--- src/rtl/neuron_mac_seq.sv ---
// Time-multiplexed neuron: a signed fixed-point dot product of N_IN inputs and
// weights is accumulated with P multipliers over N_IN/P beats. The accumulator
// then feeds either a saturating linear output or an external synchronous
// sigmoid ROM. Valid/ready handshakes on both sides let layers be chained.
module neuron_mac_seq #(
    parameter int N_IN      = 8,
    parameter int P         = 2,
    parameter int DW        = 17,
    parameter int FRAC      = 15,
    parameter int LUT_AW    = 11,
    parameter int LUT_SHIFT = 6
) (
    input  logic                   clk,
    input  logic                   rst_n,
    input  logic                   in_valid,
    output logic                   in_ready,
    input  logic [N_IN*DW-1:0]     x,
    input  logic [N_IN*DW-1:0]     w,
    input  logic                   mode,
    output logic [LUT_AW-1:0]      lut_a,
    input  logic [DW-1:0]          lut_q,
    output logic                   y_valid,
    input  logic                   y_ready,
    output logic [DW-1:0]          y,
    output logic                   y_sat
);

    localparam int B     = N_IN / P;
    localparam int BW    = (B > 1) ? $clog2(B) : 1;
    localparam int ACC_W = 2*DW - FRAC + $clog2(N_IN) + 1;

    // Clamp bounds expressed at accumulator width.
    localparam logic signed [ACC_W-1:0] Y_MAX = {{(ACC_W-DW+1){1'b0}}, {(DW-1){1'b1}}};
    localparam logic signed [ACC_W-1:0] Y_MIN = {{(ACC_W-DW+1){1'b1}}, {(DW-1){1'b0}}};
    localparam logic signed [ACC_W-1:0] A_MAX = {{(ACC_W-LUT_AW+1){1'b0}}, {(LUT_AW-1){1'b1}}};
    localparam logic signed [ACC_W-1:0] A_MIN = {{(ACC_W-LUT_AW+1){1'b1}}, {(LUT_AW-1){1'b0}}};
    localparam logic [LUT_AW-1:0]       LUT_MID = {1'b1, {(LUT_AW-1){1'b0}}};

    if ((N_IN % P) != 0) begin : g_bad_lanes
        $error("neuron_mac_seq: N_IN must be a multiple of P");
    end

    typedef enum logic [2:0] {
        S_IDLE,
        S_MAC,
        S_LADDR,
        S_LWAIT,
        S_OUT
    } state_t;

    state_t                    state;
    state_t                    state_next;
    logic [N_IN*DW-1:0]        x_r;
    logic [N_IN*DW-1:0]        w_r;
    logic                      mode_r;
    logic signed [ACC_W-1:0]   acc;
    logic [BW-1:0]             beat;

    logic signed [ACC_W-1:0]   psum [P+1];
    logic signed [ACC_W-1:0]   acc_shift;
    logic [DW-1:0]             y_lin;
    logic                      lin_sat;
    logic [LUT_AW-1:0]         lut_s;
    logic                      lut_clamp;

    assign in_ready = (state == S_IDLE);

    // Operands are shifted down by P lanes every beat, so the multipliers always
    // read the lowest P lanes and need no beat-indexed lane selection.
    assign psum[0] = '0;
    for (genvar j = 0; j < P; j++) begin : g_lane
        logic signed [DW-1:0]     xs;
        logic signed [DW-1:0]     ws;
        logic signed [2*DW-1:0]   prod;
        assign xs          = x_r[j*DW +: DW];
        assign ws          = w_r[j*DW +: DW];
        assign prod        = xs * ws;
        assign psum[j+1]   = psum[j] + ACC_W'(prod >>> FRAC);
    end

    // Saturation of the accumulator for both output paths.
    always_comb begin
        y_lin     = acc[DW-1:0];
        lin_sat   = 1'b0;
        acc_shift = acc >>> LUT_SHIFT;
        lut_s     = acc_shift[LUT_AW-1:0];
        lut_clamp = 1'b0;
        if (acc > Y_MAX) begin
            y_lin   = Y_MAX[DW-1:0];
            lin_sat = 1'b1;
        end else if (acc < Y_MIN) begin
            y_lin   = Y_MIN[DW-1:0];
            lin_sat = 1'b1;
        end
        if (acc_shift > A_MAX) begin
            lut_s     = A_MAX[LUT_AW-1:0];
            lut_clamp = 1'b1;
        end else if (acc_shift < A_MIN) begin
            lut_s     = A_MIN[LUT_AW-1:0];
            lut_clamp = 1'b1;
        end
    end

    // State register.
    always_ff @(posedge clk or negedge rst_n) begin
        if (!rst_n) begin
            state <= S_IDLE;
        end else begin
            state <= state_next;
        end
    end

    // Next-state logic.
    always_comb begin
        state_next = state;
        case (state)
            S_IDLE:  if (in_valid) state_next = S_MAC;
            S_MAC:   if (beat == '0) state_next = mode_r ? S_LADDR : S_OUT;
            S_LADDR: state_next = S_LWAIT;
            S_LWAIT: state_next = S_OUT;
            S_OUT:   if (y_valid && y_ready) state_next = S_IDLE;
            default: state_next = S_IDLE;
        endcase
    end

    // Datapath: operand capture, accumulation, ROM address and result registers.
    // The first OUT cycle (y_valid still low) loads y; this gives the linear path
    // its extra register stage and lets the ROM data settle for the sigmoid path.
    always_ff @(posedge clk or negedge rst_n) begin
        if (!rst_n) begin
            x_r     <= '0;
            w_r     <= '0;
            mode_r  <= 1'b0;
            acc     <= '0;
            beat    <= '0;
            lut_a   <= LUT_MID;
            y       <= '0;
            y_valid <= 1'b0;
            y_sat   <= 1'b0;
        end else begin
            case (state)
                S_IDLE: begin
                    if (in_valid) begin
                        x_r    <= x;
                        w_r    <= w;
                        mode_r <= mode;
                        acc    <= '0;
                        beat   <= BW'(B - 1);
                    end
                end
                S_MAC: begin
                    acc  <= acc + psum[P];
                    x_r  <= x_r >> (P*DW);
                    w_r  <= w_r >> (P*DW);
                    beat <= beat - BW'(1);
                end
                S_LADDR: begin
                    lut_a <= lut_s + LUT_MID;
                    y_sat <= lut_clamp;
                end
                S_OUT: begin
                    if (!y_valid) begin
                        y_valid <= 1'b1;
                        y       <= mode_r ? lut_q : y_lin;
                        if (!mode_r) begin
                            y_sat <= lin_sat;
                        end
                    end else if (y_ready) begin
                        y_valid <= 1'b0;
                    end
                end
                default: begin
                end
            endcase
        end
    end

endmodule

--- config.mk ---
export PLATFORM = sky130hd
export DESIGN_NAME = neuron_mac_seq
export DESIGN_NICKNAME = d
export VERILOG_FILES = /design/src/rtl/neuron_mac_seq.sv
export SDC_FILE = /design/constraint.sdc
export NUM_CORES = 2
export LEC_CHECK = 0
export CELL_PAD_IN_SITES_DETAIL_PLACEMENT = 1
export CELL_PAD_IN_SITES_GLOBAL_PLACEMENT = 2
export CORE_ASPECT_RATIO = 0.5
export CORE_MARGIN = 3
export CORE_UTILIZATION = 38
export CTS_BUF_LIST = sky130_fd_sc_hd__clkbuf_8
export DETAILED_ROUTE_END_ITERATION = 10
export PLACE_DENSITY_LB_ADDON = 0.2
export SLEW_MARGIN = 0
export SYNTH_ARGS = -nofsm -noshare
export SYNTH_HDL_FRONTEND = slang
export SYNTH_SLANG_ARGS = --single-unit
--- constraint.sdc ---
create_clock -name clk -period 12.1 [get_ports clk]
set_clock_uncertainty 0.05 [all_clocks]
set_input_delay 2.42 -clock clk [delete_from_list [all_inputs] [get_ports clk]]
set_output_delay 2.42 -clock clk [all_outputs]
set_load 0.05 [all_outputs]
==> impl_metrics.csv <==
group,metric,value,unit
status,outcome,"completed",
worst_setup_path,crit_path_end_kind,"flop",
global_routing,grt_max_degree,185,
logic_synthesis,synthFlopType,"dfrtp_1",
sta,maxSlewViolCount,0,
sta,period_needed,10.32,ns
logic_synthesis,synth_nets,4966,
floorplanning,fp.dieH,222.3,um
logic_synthesis,syn_area_per_cell,9.174,um^2
clocking,cts_post_setup_buffers_inserted,0,
logic_synthesis,ys_async_sr_fraction,100.0,%
drt,wire_per_inst,21.34,um
global_routing,grtUsageMet3,6.902,%
clocking,clk_pin_slew_worst_paths,0.08,ns
sta,final.period_utilization,85.28,%
sta,worst_pin_slew,1.343,ns
cells_and_area,drive_gt1_share,3.462,%
clocking,cts_tree,"yes",
global_routing,antenna_found_initial,21,
sta,setup-violations-final,0,
sta,holdWs,0.4190,ns
cells_and_area,most-common-layout-cells,"inv_1, fa_1, nor2_1",
placement,globalplace.congestion,0.8754,
worst_setup_path,path_max_fanout,12,
sta,tns,0,ns
drt,drc,0,
sta,rsz0062_at_grt,"no",
drt,vias,27090,
clocking,htreeDepth,2,
global_routing,grt_pass1_wl,180.3,mm
job,maxCapViolations,0,
worst_setup_path,arrival,10.86,ns
global_routing,met2_usage,37.04,%
floorplanning,core_area,91640,um^2
sta,relSlewSlack,10.46,%
floorplanning,ios,325,
placement,dp_hpwl,91.30,mm
cells_and_area,final_nets,5174,
worst_setup_path,crit_required,12.64,ns
sta,max_freq,0.09690,GHz
drt,ant_nets,0,
global_routing,track_usage,24.10,%
floorplanning,die-area,97480,um^2
worst_setup_path,critPathKind,"flop to flop",
worst_setup_path,cp-start-kind,"flop",
global_routing,gr-total-overflow,0,
floorplanning,rows,78,
cells_and_area,area_growth,16.11,%
sta,hold_viol_final,0,
drt,drt_iter0_drc,1417,
clocking,clkLatencyLatePin,0.72,ns
logic_synthesis,ys_warn_count,0,
clocking,cts_buffers,57,
worst_setup_path,critPathMaxStageDelay,0.64,ns
sta,setup_slack,1.781,ns
worst_setup_path,crit_top_cell,"fa_1",
logic_synthesis,yosysSeqAreaShare,23.30,%
worst_setup_path,rr_worst_depth,36,
clocking,root_buffer,"clkbuf_8",
logic_synthesis,yosysUniqueCellTypes,59,
global_routing,grt_use_met1,33.83,%
logic_synthesis,syn_area,35550,um^2
clocking,cts_buffer_depth,3,
logic_synthesis,syn_inst,3875,
drt,drt_wl_total,114.9,mm
global_routing,grt_pass1_vias,30400,
worst_setup_path,r2r-end,"acc[22]",
drt,via_per_inst,5.033,
worst_setup_path,endpoint,"acc[22]",
worst_setup_path,r2r_start,"w_r[33]",
clocking,clock_sinks,331,
placement,io_buffers,324,
global_routing,gr-max-usage-layer,"met2",
logic_synthesis,ys_seq_elements,331,
cells_and_area,mostFrequentLayoutCell,"inv_1",
clocking,cts_hold_buf,0,
worst_setup_path,startpoint,"w_r[33]",
clocking,post_cts_resized,0,
floorplanning,die_w,438.6,um
drt,dr.pass1.iters,5,
floorplanning,initial_core_util,38.79,%
worst_setup_path,slowest_stage,"inv_1",
placement,preCtsSetupSlack,1.812,ns
logic_synthesis,synth_edf_count,0,
worst_setup_path,reg2reg_slack,1.78,ns
hold_path,hold_path.class,"flop to flop",
## worst min path at each step
stage               to    start  depth (start not counted)  slack, ns
2_1_floorplan  beat[0]  beat[0]                          1       0.39
3_3_place_gp   beat[0]  beat[0]                          1       0.41
3_5_place_dp   beat[0]  beat[0]                          1       0.42
4_1_cts        beat[0]  beat[0]                          1       0.43
5_1_grt        beat[0]  beat[0]                          1       0.45
6_report       beat[0]  beat[0]                          1       0.42
## final cells by class
cell class / instances / area (um^2)
diodes: 13 / 32.53
clock buffers: 79 / 1087
clock inverters: 27 / 331.6
fillers: 10490 / 50370
inverters: 670 / 2515
multi-input cells: 2675 / 24030
flip-flops and latches: 331 / 8284
well taps: 1240 / 1551
repair buffers: 348 / 3441
## registers in the layout (all words and copies together) (netlist names)
name / flops
y: 17
y_sat: 1
w_r: 136
acc: 23
y_valid: 1
state: 3
beat: 2
mode_r: 1
x_r: 136
lut_a: 11
## cells by family (layout without fill, tap and decap cells)
logic type / after synthesis / in the layout / share of synthesized area, %
adders and majority gates: 797 / 797 / 41.00
AOI/OAI and AO/OA: 429 / 429 / 7.493
and+or+nand+nor: 1383 / 1383 / 17.33
muxes: 2 / 2 / 0.05983
DFF: 331 / 331 / 23.30
other: 0 / 13 / 0
buffers and inverters: 869 / 1124 / 9.176
xor gates and xnor gates: 64 / 64 / 1.637
## per-stage QoR
step                      util (%)  instance area (um^2)  cells
after floorplan                  -                 35550   3875
after global placement       43.46                 39820   5264
after detailed placement     43.46                 39820   5264
after CTS                    45.00                 41240   5370
after global routing         45.02                 41260   5376
final                        45.04                 41270   5383
## synthesized netlist by cell type (16+ instances only)
library cell / number / area (um^2)
a21o_1: 26 / 195.2
a21oi_1: 75 / 375.4
and2_1: 264 / 1652
buf_1: 16 / 60.06
clkbuf_1: 183 / 686.9
dfrtp_1: 330 / 8258
fa_1: 613 / 12270
ha_1: 184 / 2302
inv_1: 670 / 2515
nand2_1: 462 / 1734
nand2b_1: 21 / 131.4
nand3_1: 96 / 480.5
nor2_1: 488 / 1832
o21ai_0: 60 / 300.3
o22ai_1: 207 / 1295
xnor2_1: 45 / 394.1
xor2_1: 17 / 148.9
## per-layer routing
| layer | vias up | routed length [um] | part of all wire (%) |
|---|---|---|---|
| met3 | 145 | 9008 | 7.8 |
| li1 | 12330 | - | - |
| met2 | 574 | 50880 | 44 |
| met4 | 14 | 2317 | 2.0 |
| met5 | - | 79 | 0.069 |
| met1 | 14030 | 52570 | 46 |
## critical path: cells and delay by family (launching register included)
| kind | cells | cell delay (ns) |
|---|---|---|
| xor gates and xnor gates | 2 | 0.51 |
| and+or+nand+nor | 8 | 1.44 |
| DFF | 1 | 0.55 |
| buffers and inverters | 4 | 0.77 |
| AOI/OAI and AO/OA | 13 | 2.74 |
| adders and majority gates | 9 | 4.09 |
Power is left out: the tool's default activity adds up to more than one toggle a clock period on the data nets, which glitch-free logic cannot reach.
